--- config.mk ---
export PLATFORM = sky130hd
export DESIGN_NAME = load_store_unit_flat
export DESIGN_NICKNAME = d
export VERILOG_FILES = /design/src/rtl/load_store_unit_pkg.sv /design/src/rtl/load_store_unit_if.sv /design/src/rtl/load_store_unit_align.sv /design/src/rtl/load_store_unit.sv /design/src/flat_wrapper.sv
export SDC_FILE = /design/constraint.sdc
export NUM_CORES = 1
export LEC_CHECK = 0
export ABC_AREA = 1
export CAP_MARGIN = 20
export CORE_MARGIN = 5
export CORE_UTILIZATION = 48
export CTS_CLUSTER_DIAMETER = 150
export CTS_CLUSTER_SIZE = 14
export DETAILED_ROUTE_END_ITERATION = 8
export PLACE_DENSITY_LB_ADDON = 0.25
export SLEW_MARGIN = 10
export SYNTH_ARGS = -nofsm -noshare
export SYNTH_HDL_FRONTEND = slang
export SYNTH_HIERARCHICAL = 1
export SYNTH_SLANG_ARGS = --single-unit
--- constraint.sdc ---
create_clock -name clk -period 5.5 [get_ports clk]
set_clock_uncertainty 0.1 [all_clocks]
set_input_delay 1.1 -clock clk [delete_from_list [all_inputs] [get_ports clk]]
set_output_delay 1.1 -clock clk [all_outputs]
set_load 0.01 [all_outputs]
--- src/rtl/load_store_unit_pkg.sv ---
`default_nettype none
// ============================================================================
//  Module      : load_store_unit_pkg
//  Description : Shared funct3 size codes and FSM state encoding for the
//                load/store unit.
//  Revision    : 1.0 - initial release
// ============================================================================
package load_store_unit_pkg;

    // Access size / extension codes carried in funct3
    localparam logic [2:0] F3_B  = 3'b000;
    localparam logic [2:0] F3_H  = 3'b001;
    localparam logic [2:0] F3_W  = 3'b010;
    localparam logic [2:0] F3_BU = 3'b100;
    localparam logic [2:0] F3_HU = 3'b101;

    // Access sequencer states
    typedef enum logic [1:0] {
        IDLE = 2'b00,
        REQ  = 2'b01,
        DONE = 2'b10
    } state_t;

endpackage
`default_nettype wire

--- src/rtl/load_store_unit_if.sv ---
`default_nettype none
// ============================================================================
//  Module      : load_store_unit_if
//  Description : Data-memory req/ack port. The LSU is the master; the memory
//                (or a bench model) is the slave.
//  Revision    : 1.0 - initial release
// ============================================================================
interface load_store_unit_if;

    logic        mem_req;
    logic        mem_we;
    logic [31:0] mem_addr;
    logic [3:0]  mem_be;
    logic [31:0] mem_wdata;
    logic        mem_ack;
    logic [31:0] mem_rdata;

    modport master (
        output mem_req,
        output mem_we,
        output mem_addr,
        output mem_be,
        output mem_wdata,
        input  mem_ack,
        input  mem_rdata
    );

    modport slave (
        input  mem_req,
        input  mem_we,
        input  mem_addr,
        input  mem_be,
        input  mem_wdata,
        output mem_ack,
        output mem_rdata
    );

endinterface
`default_nettype wire

--- src/rtl/load_store_unit_align.sv ---
`default_nettype none
// ============================================================================
//  Module      : lsu_align
//  Description : Combinational lane logic: store byte-enables and lane
//                replication, load byte/half extraction with sign/zero
//                extension, and illegal size/alignment decode.
//  Revision    : 1.0 - initial release
// ============================================================================
module lsu_align
    import load_store_unit_pkg::*;
(
    input  wire logic [1:0]  addr_lo_i,
    input  wire logic [2:0]  funct3_i,
    input  wire logic        mem_read_i,
    input  wire logic        mem_write_i,
    input  wire logic [31:0] wdata_i,
    input  wire logic [31:0] rword_i,
    output logic [3:0]       be_o,
    output logic [31:0]      wdata_o,
    output logic [31:0]      rdata_o,
    output logic             misaligned_o
);

    logic [31:0] w_shifted;
    logic [7:0]  w_byte;
    logic [15:0] w_half;
    logic        w_illegal_f3;

    // Byte lane selected by the low address bits; halves sit on bit 1
    assign w_shifted = rword_i >> {addr_lo_i, 3'b000};
    assign w_byte    = w_shifted[7:0];
    assign w_half    = addr_lo_i[1] ? rword_i[31:16] : rword_i[15:0];

    // Store lanes: small stores are replicated so every lane carries the data
    always_comb begin
        be_o    = 4'b1111;
        wdata_o = wdata_i;
        case (funct3_i[1:0])
            2'b00: begin
                be_o    = 4'b0001 << addr_lo_i;
                wdata_o = {4{wdata_i[7:0]}};
            end
            2'b01: begin
                be_o    = 4'b0011 << addr_lo_i;
                wdata_o = {2{wdata_i[15:0]}};
            end
            default: begin
                be_o    = 4'b1111;
                wdata_o = wdata_i;
            end
        endcase
    end

    // Load extraction with sign or zero extension
    always_comb begin
        rdata_o = rword_i;
        case (funct3_i)
            F3_B:    rdata_o = {{24{w_byte[7]}}, w_byte};
            F3_BU:   rdata_o = {24'd0, w_byte};
            F3_H:    rdata_o = {{16{w_half[15]}}, w_half};
            F3_HU:   rdata_o = {16'd0, w_half};
            default: rdata_o = rword_i;
        endcase
    end

    // Reserved size codes are 011, 110 and 111
    assign w_illegal_f3 = (funct3_i == 3'b011) || (funct3_i == 3'b110) || (funct3_i == 3'b111);

    // Unsigned encodings are load-only, so a store with funct3[2] set is illegal
    assign misaligned_o = (mem_read_i & mem_write_i)
                        | (((funct3_i == F3_H) || (funct3_i == F3_HU)) & addr_lo_i[0])
                        | ((funct3_i == F3_W) & (addr_lo_i != 2'b00))
                        | w_illegal_f3
                        | (mem_write_i & funct3_i[2]);

endmodule
`default_nettype wire

--- src/rtl/load_store_unit.sv ---
`default_nettype none
// ============================================================================
//  Module      : load_store_unit
//  Description : Memory stage. Issues a registered req/ack data-memory access
//                for loads and stores, stalls the core until it completes,
//                and aborts with a fault if no ack arrives within TIMEOUT.
//  Revision    : 1.0 - initial release
// ============================================================================
module load_store_unit
    import load_store_unit_pkg::*;
#(
    parameter int TIMEOUT = 16,
    parameter int CNT_W   = 5
) (
    input  wire logic        clk,
    input  wire logic        rst,
    input  wire logic [31:0] addr_i,
    input  wire logic [31:0] wdata_i,
    input  wire logic [2:0]  funct3_i,
    input  wire logic        mem_read_i,
    input  wire logic        mem_write_i,
    output logic             stall_o,
    output logic [31:0]      rdata_o,
    output logic             misaligned_o,
    output logic             fault_o,
    load_store_unit_if.master mem
);

    state_t           state_q, state_d;
    logic [CNT_W-1:0] cnt_q,   cnt_d;
    logic [31:0]      rdata_q, rdata_d;
    logic             fault_q, fault_d;
    logic             req_q,   req_d;
    logic             we_q,    we_d;
    logic [31:0]      addr_q,  addr_d;
    logic [3:0]       be_q,    be_d;
    logic [31:0]      wdata_q, wdata_d;

    logic [3:0]       w_be;
    logic [31:0]      w_wdata;
    logic [31:0]      w_rdata;
    logic             w_misaligned;
    logic             w_access;

    // Inputs are held stable while stalled, so the live address/funct3 are
    // still valid when the load data returns in REQ.
    lsu_align u_align (
        .addr_lo_i    (addr_i[1:0]),
        .funct3_i     (funct3_i),
        .mem_read_i   (mem_read_i),
        .mem_write_i  (mem_write_i),
        .wdata_i      (wdata_i),
        .rword_i      (mem.mem_rdata),
        .be_o         (w_be),
        .wdata_o      (w_wdata),
        .rdata_o      (w_rdata),
        .misaligned_o (w_misaligned)
    );

    assign w_access     = (mem_read_i | mem_write_i) & ~w_misaligned;
    assign misaligned_o = w_misaligned;
    assign stall_o      = ((state_q == IDLE) & w_access) | (state_q == REQ);
    assign rdata_o      = rdata_q;
    assign fault_o      = fault_q;

    assign mem.mem_req   = req_q;
    assign mem.mem_we    = we_q;
    assign mem.mem_addr  = addr_q;
    assign mem.mem_be    = be_q;
    assign mem.mem_wdata = wdata_q;

    // State and registered memory-side outputs
    always_ff @(posedge clk) begin
        if (rst) begin
            state_q <= IDLE;
            cnt_q   <= '0;
            rdata_q <= '0;
            fault_q <= 1'b0;
            req_q   <= 1'b0;
            we_q    <= 1'b0;
            addr_q  <= '0;
            be_q    <= '0;
            wdata_q <= '0;
        end else begin
            state_q <= state_d;
            cnt_q   <= cnt_d;
            rdata_q <= rdata_d;
            fault_q <= fault_d;
            req_q   <= req_d;
            we_q    <= we_d;
            addr_q  <= addr_d;
            be_q    <= be_d;
            wdata_q <= wdata_d;
        end
    end

    // Next-state: launch in IDLE, wait for ack or timeout in REQ, one DONE beat
    always_comb begin
        state_d = state_q;
        cnt_d   = cnt_q;
        rdata_d = rdata_q;
        fault_d = fault_q;
        req_d   = req_q;
        we_d    = we_q;
        addr_d  = addr_q;
        be_d    = be_q;
        wdata_d = wdata_q;
        case (state_q)
            IDLE: begin
                if (w_access) begin
                    state_d = REQ;
                    req_d   = 1'b1;
                    we_d    = mem_write_i;
                    addr_d  = {addr_i[31:2], 2'b00};
                    be_d    = w_be;
                    wdata_d = w_wdata;
                    cnt_d   = '0;
                end
            end
            REQ: begin
                if (mem.mem_ack) begin
                    state_d = DONE;
                    req_d   = 1'b0;
                    if (!we_q) begin
                        rdata_d = w_rdata;
                    end
                end else if (cnt_q == CNT_W'(TIMEOUT - 1)) begin
                    state_d = DONE;
                    fault_d = 1'b1;
                    rdata_d = '0;
                    req_d   = 1'b0;
                end else begin
                    cnt_d = cnt_q + CNT_W'(1);
                end
            end
            DONE: begin
                state_d = IDLE;
                fault_d = 1'b0;
            end
            default: begin
                state_d = IDLE;
            end
        endcase
    end

endmodule
`default_nettype wire

--- src/flat_wrapper.sv ---
// flat-port wrapper written by rule: the top's interface ports become plain ports
module load_store_unit_flat import load_store_unit_pkg::*;
#(
    parameter int TIMEOUT = 16,
    parameter int CNT_W   = 5
)
  (clk, rst, addr_i, wdata_i, funct3_i, mem_read_i, mem_write_i, stall_o, rdata_o, misaligned_o, fault_o, mem_mem_req, mem_mem_we, mem_mem_addr, mem_mem_be, mem_mem_wdata, mem_mem_ack, mem_mem_rdata);
  load_store_unit_if mem_i ();
  input  wire logic clk;
  input  wire logic rst;
  input  wire logic [31:0] addr_i;
  input  wire logic [31:0] wdata_i;
  input  wire logic [2:0] funct3_i;
  input  wire logic mem_read_i;
  input  wire logic mem_write_i;
  output logic stall_o;
  output logic [31:0] rdata_o;
  output logic misaligned_o;
  output logic fault_o;
  output wire logic [$bits(mem_i.mem_req)-1:0] mem_mem_req;
  output wire logic [$bits(mem_i.mem_we)-1:0] mem_mem_we;
  output wire logic [$bits(mem_i.mem_addr)-1:0] mem_mem_addr;
  output wire logic [$bits(mem_i.mem_be)-1:0] mem_mem_be;
  output wire logic [$bits(mem_i.mem_wdata)-1:0] mem_mem_wdata;
  input wire logic [$bits(mem_i.mem_ack)-1:0] mem_mem_ack;
  input wire logic [$bits(mem_i.mem_rdata)-1:0] mem_mem_rdata;
  assign mem_mem_req = mem_i.mem_req;
  assign mem_mem_we = mem_i.mem_we;
  assign mem_mem_addr = mem_i.mem_addr;
  assign mem_mem_be = mem_i.mem_be;
  assign mem_mem_wdata = mem_i.mem_wdata;
  assign mem_i.mem_ack = mem_mem_ack;
  assign mem_i.mem_rdata = mem_mem_rdata;
  load_store_unit #(.TIMEOUT(TIMEOUT), .CNT_W(CNT_W)) u_core (.clk(clk), .rst(rst), .addr_i(addr_i), .wdata_i(wdata_i), .funct3_i(funct3_i), .mem_read_i(mem_read_i), .mem_write_i(mem_write_i), .stall_o(stall_o), .rdata_o(rdata_o), .misaligned_o(misaligned_o), .fault_o(fault_o), .mem(mem_i));
endmodule
==> impl_metrics.prom <==
# TYPE chip_impl_metric gauge
chip_impl_metric{name="globalplace.congestion",unit=""} 0.864
chip_impl_info{name="run_status",value="completed"} 1
chip_impl_metric{name="dr.pass1.iters",unit=""} 5
chip_impl_metric{name="grt_pass1_vias",unit=""} 5291
chip_impl_metric{name="fin_crit_sh",unit=""} 0.837
chip_impl_metric{name="clock_insertion_delay_at_the_later_pin_of_the_skew_report",unit="ns"} 0.34
chip_impl_metric{name="detailroute.via_count",unit=""} 5719
chip_impl_info{name="netlist_top_cells_area",value="sky130_fd_sc_hd__dfxtp_1 40%, sky130_fd_sc_hd__nand2_1 21%, sky130_fd_sc_hd__a21oi_1 9.7%"} 1
chip_impl_metric{name="cts_made_buffers",unit=""} 9
chip_impl_info{name="cts_tree",value="yes"} 1
chip_impl_metric{name="timing.critical_path.fanout_max",unit=""} 17
chip_impl_info{name="cts-root-buf",value="sky130_fd_sc_hd__clkbuf_16"} 1
chip_impl_metric{name="dpl.hpwl",unit="mm"} 11.8
chip_impl_metric{name="synth_area_per_cell",unit="µm²"} 6.93
chip_impl_info{name="path_cells",value="clkdlybuf4s50_1 > inv_4 > nand2_1 > nor3_1 > o21ai_0 > inv_1 > nand3_2 > nand2_1 > clkdlybuf4s50_1"} 1
chip_impl_metric{name="largest_net_degree_at_the_start_of_global_routing",unit=""} 107
chip_impl_metric{name="fin_total_pwr",unit="µW"} 1870
chip_impl_metric{name="insertedDiodeCount",unit=""} 0
chip_impl_metric{name="core_region_area",unit="mm²"} 0.0109
chip_impl_metric{name="drc_errors",unit=""} 0
chip_impl_info{name="timing.hold.worst_endpoint",value="u_core/rdata_o[25]$_SDFFE_PP0P_"} 1
chip_impl_metric{name="critPathBufInv",unit=""} 4
chip_impl_metric{name="slowest_delay",unit="ns"} 0.72
chip_impl_metric{name="worst_r2r_path_depth",unit=""} 9
chip_impl_metric{name="routed_wirelength",unit="mm"} 16.7
chip_impl_metric{name="setup-tns-final",unit="ns"} 0
chip_impl_metric{name="timing_worst_slew_pin_value",unit="ns"} 1.09
chip_impl_metric{name="syn_inst",unit=""} 781
chip_impl_metric{name="core.rowCount",unit=""} 38
chip_impl_info{name="critical_path.startpoint_type",value="primary input"} 1
chip_impl_metric{name="final_antenna_net_count",unit=""} 0
chip_impl_metric{name="yosysUniqueCellTypes",unit=""} 34
chip_impl_metric{name="total_number_of_clock_tree_sinks",unit=""} 108
chip_impl_metric{name="worst_setup_hold_path_clk_slew",unit="ns"} 0.07
chip_impl_metric{name="cells_resized_by_post_cts_repair",unit=""} 0
chip_impl_info{name="crit_family",value="buffers and inverters"} 1
chip_impl_metric{name="detail_route.wl_per_cell",unit="µm"} 15.5
chip_impl_metric{name="chipHeight",unit="µm"} 116
chip_impl_info{name="worst_hold_startpoint",value="u_core/rdata_o[25]$_SDFFE_PP0P_"} 1
chip_impl_metric{name="grt.met1_usage",unit=""} 0.301
chip_impl_info{name="rr_endpoint",value="u_core/rdata_o[13]$_SDFFE_PP0P_"} 1
chip_impl_info{name="critical-path-slowest-cell",value="sky130_fd_sc_hd__clkdlybuf4s50_1"} 1
chip_impl_info{name="unrepaired_setup_endpoints_after_global_routing",value="no"} 1
chip_impl_metric{name="cts_max_path_buffers",unit=""} 2
chip_impl_metric{name="achievable-frequency",unit="MHz"} 217
chip_impl_metric{name="grtUsageTotal",unit=""} 0.239
chip_impl_metric{name="buffer_ports.inserted",unit=""} 206
chip_impl_info{name="most_used_flip_flop_cell_after_synthesis",value="sky130_fd_sc_hd__dfxtp_1"} 1
chip_impl_metric{name="areaGrowthSynthToFinish",unit="%"} 39.8
chip_impl_info{name="synth_top_cell_by_area",value="sky130_fd_sc_hd__dfxtp_1"} 1
chip_impl_metric{name="hold_path_depth",unit=""} 2
chip_impl_metric{name="synth-edff-count",unit=""} 0
chip_impl_info{name="setup.worst_path.start",value="addr_i[1]"} 1
chip_impl_info{name="most_repeated_cell_in_the_gate_level_netlist_after_synthesis",value="sky130_fd_sc_hd__nand2_1"} 1
chip_impl_metric{name="gr-usage-met3",unit=""} 0.0409
chip_impl_metric{name="cts_htree_levels",unit=""} 3
chip_impl_metric{name="total_leakage_power",unit="µW"} 0.00296
chip_impl_metric{name="post_cts_hold_buffer_count",unit=""} 0
chip_impl_info{name="end_kind",value="output pin"} 1
chip_impl_metric{name="power_per_cell_area",unit="mW/mm²"} 247
chip_impl_metric{name="met2_usage",unit=""} 0.401
chip_impl_info{name="beginning_of_the_worst_register_to_register_path",value="u_core/cnt_q[0]$_SDFFE_PP0P_"} 1
chip_impl_info{name="synth_cell_count_leaders",value="296 x sky130_fd_sc_hd__nand2_1, 108 x sky130_fd_sc_hd__dfxtp_1, 105 x sky130_fd_sc_hd__a21oi_1, 38 x sky130_fd_sc_hd__nand3_1, 32 x sky130_fd_sc_hd__nand4_1"} 1
chip_impl_metric{name="synth-async-reset-ratio",unit=""} 0
chip_impl_metric{name="reg2reg_setup_slack",unit="ns"} 3.25
chip_impl_metric{name="max_cap_viol_count",unit=""} 0
chip_impl_metric{name="timing.critical_path.arrival",unit="ns"} 3.40
chip_impl_metric{name="detail_route.vias_per_cell",unit=""} 5.30
chip_impl_metric{name="global_route_wire_length_before_repair",unit="mm"} 25.8
chip_impl_metric{name="setup_violations",unit=""} 0
chip_impl_metric{name="ioPinCount",unit=""} 209
chip_impl_metric{name="count_of_synthesis_stage_warnings_from_yosys",unit=""} 6
chip_impl_metric{name="seq_area_frac_synth",unit=""} 0.400
chip_impl_metric{name="floorplan.initialDensity",unit=""} 0.495
chip_impl_metric{name="synth_top_area_frac",unit=""} 0.400
chip_impl_metric{name="total_die_area",unit="mm²"} 0.0135
chip_impl_metric{name="number_of_antenna_violations_at_the_first_check_in_global_routing",unit=""} 0
chip_impl_metric{name="finalNetCount",unit=""} 1040
chip_impl_metric{name="synth_area",unit="mm²"} 0.00541
chip_impl_metric{name="final_hold_violating_endpoints",unit=""} 0
chip_impl_metric{name="detailedRoute.firstIterationViolations",unit=""} 507
chip_impl_info{name="crit_type",value="in -> out"} 1
chip_impl_metric{name="post_synthesis_register_bit_count",unit=""} 108
chip_impl_metric{name="finalCriticalPeriod",unit="ns"} 4.60
chip_impl_metric{name="vdd_drop_max",unit="mV"} 0.199
chip_impl_metric{name="post_route_cells_drive_above_1_share",unit=""} 0.0586
chip_impl_metric{name="slew_headroom",unit=""} 0.276
chip_impl_metric{name="floorplan.die.width",unit="µm"} 116
chip_impl_metric{name="number_of_setup_buffers_added_after_cts",unit=""} 0
chip_impl_metric{name="drv_slew",unit=""} 0
chip_impl_info{name="gr-max-usage-layer",value="met2"} 1
chip_impl_metric{name="worstPathRequired",unit="ns"} 4.30
chip_impl_metric{name="grt.overflow.total",unit=""} 0
chip_impl_info{name="hold_class",value="reg -> reg"} 1
placed cells by master, fill, tap and decap left out:
cell	n
sky130_fd_sc_hd__o21ai_1	2
sky130_fd_sc_hd__conb_1	2
sky130_fd_sc_hd__buf_12	1
sky130_fd_sc_hd__nor2_8	2
sky130_fd_sc_hd__or2_4	1
sky130_fd_sc_hd__inv_8	1
sky130_fd_sc_hd__nand3_4	1
sky130_fd_sc_hd__nor2_4	2
sky130_fd_sc_hd__buf_4	5
sky130_fd_sc_hd__nand2_2	4
sky130_fd_sc_hd__a22oi_1	2
sky130_fd_sc_hd__nand2_1	296
sky130_fd_sc_hd__nor2_2	1
sky130_fd_sc_hd__clkbuf_16	9
sky130_fd_sc_hd__o21ai_0	28
sky130_fd_sc_hd__a21boi_0	1
sky130_fd_sc_hd__nand3_2	13
sky130_fd_sc_hd__clkinv_4	2
sky130_fd_sc_hd__ha_1	2
sky130_fd_sc_hd__o21a_1	1
sky130_fd_sc_hd__clkinvlp_4	1
sky130_fd_sc_hd__nor3_2	1
sky130_fd_sc_hd__nand2_4	2
sky130_fd_sc_hd__inv_2	5
sky130_fd_sc_hd__dfxtp_1	108
sky130_fd_sc_hd__nand3_1	38
sky130_fd_sc_hd__nor2_1	29
sky130_fd_sc_hd__nand4_1	32
sky130_fd_sc_hd__clkdlybuf4s50_1	205
sky130_fd_sc_hd__bufinv_16	1
sky130_fd_sc_hd__o211ai_1	4
sky130_fd_sc_hd__nand3b_1	3
sky130_fd_sc_hd__nor3_1	1
sky130_fd_sc_hd__a21oi_1	105
sky130_fd_sc_hd__inv_4	1
sky130_fd_sc_hd__clkinv_2	1
sky130_fd_sc_hd__inv_1	25
sky130_fd_sc_hd__clkbuf_8	1
worst max path at each step:
stage                                            end  slack, ns  cells after the start
5_1_grt                                      stall_o       0.67                      9
6_report                                     stall_o       0.90                      9
4_1_cts                                      stall_o       0.93                      9
2_1_floorplan                                stall_o       1.83                     11
3_5_place_dp       u_core/mem.mem_be[0]$_SDFFE_PP0P_       0.89                     11
3_3_place_gp   u_core/mem.mem_wdata[13]$_SDFFE_PP0P_       0.97                     11
state kept, by name, summed over array words and instances, names as in the netlist:
name	flops
u_core/cnt_q	5
u_core/rdata_o	32
u_core/mem.mem_be	4
u_core/mem.mem_addr	30
u_core/state_q	2
u_core/mem.mem_req	1
u_core/fault_o	1
u_core/mem.mem_wdata	32
u_core/mem.mem_we	1
cell families after synthesis:
kind of cell | Yosys count | share of synthesized area
buffers and inverters | 101 | 0.104
AND/OR/NAND/NOR | 426 | 0.355
flip-flops | 108 | 0.400
AO/OA/AOI/OAI | 143 | 0.136
other | 1 | 0.000693
adder cells (fa/ha/maj) | 2 | 0.00462
where the power goes:
part | switching, µW | internal [µW]
Sequential | 17.3 | 814
Combinational | 193 | 175
Clock | 299 | 370
metrics by stage:
step                setup WS (ns)   util  hold slack (ns)  instance area (µm²)  std cells
CTS                         0.930  0.690            0.366                 7540       1078
floorplan                    1.83      -            0.337                 5410        782
global route                0.668  0.692            0.380                 7560       1079
detailed placement          0.888  0.662            0.355                 7230       1062
global placement            0.973  0.662            0.351                 7230       1062
finish                      0.895  0.692            0.365                 7560       1079
final cells by class:
type	instances	area (µm²)
Clock buffer	10	239
Multi-Input combinational cell	573	2690
Sequential cell	108	2160
Clock inverter	6	71.3
Inverter	31	119
Fill cell	962	3370
Timing Repair Buffer	211	2110
Tap cell	140	175
worst min-delay path, stage by stage (launching register included):
cell	delay [ns]
sky130_fd_sc_hd__dfxtp_1	0.31
sky130_fd_sc_hd__nand2_1	0.06
sky130_fd_sc_hd__a21oi_1	0.05
routing by layer:
metal  share of wire  up-vias
met3           0.066       42
met4           0.035        0
met1            0.42     2588
met2            0.48      242
li1                -     2847
met5               0        -
Power figures use the tool's default switching activity.
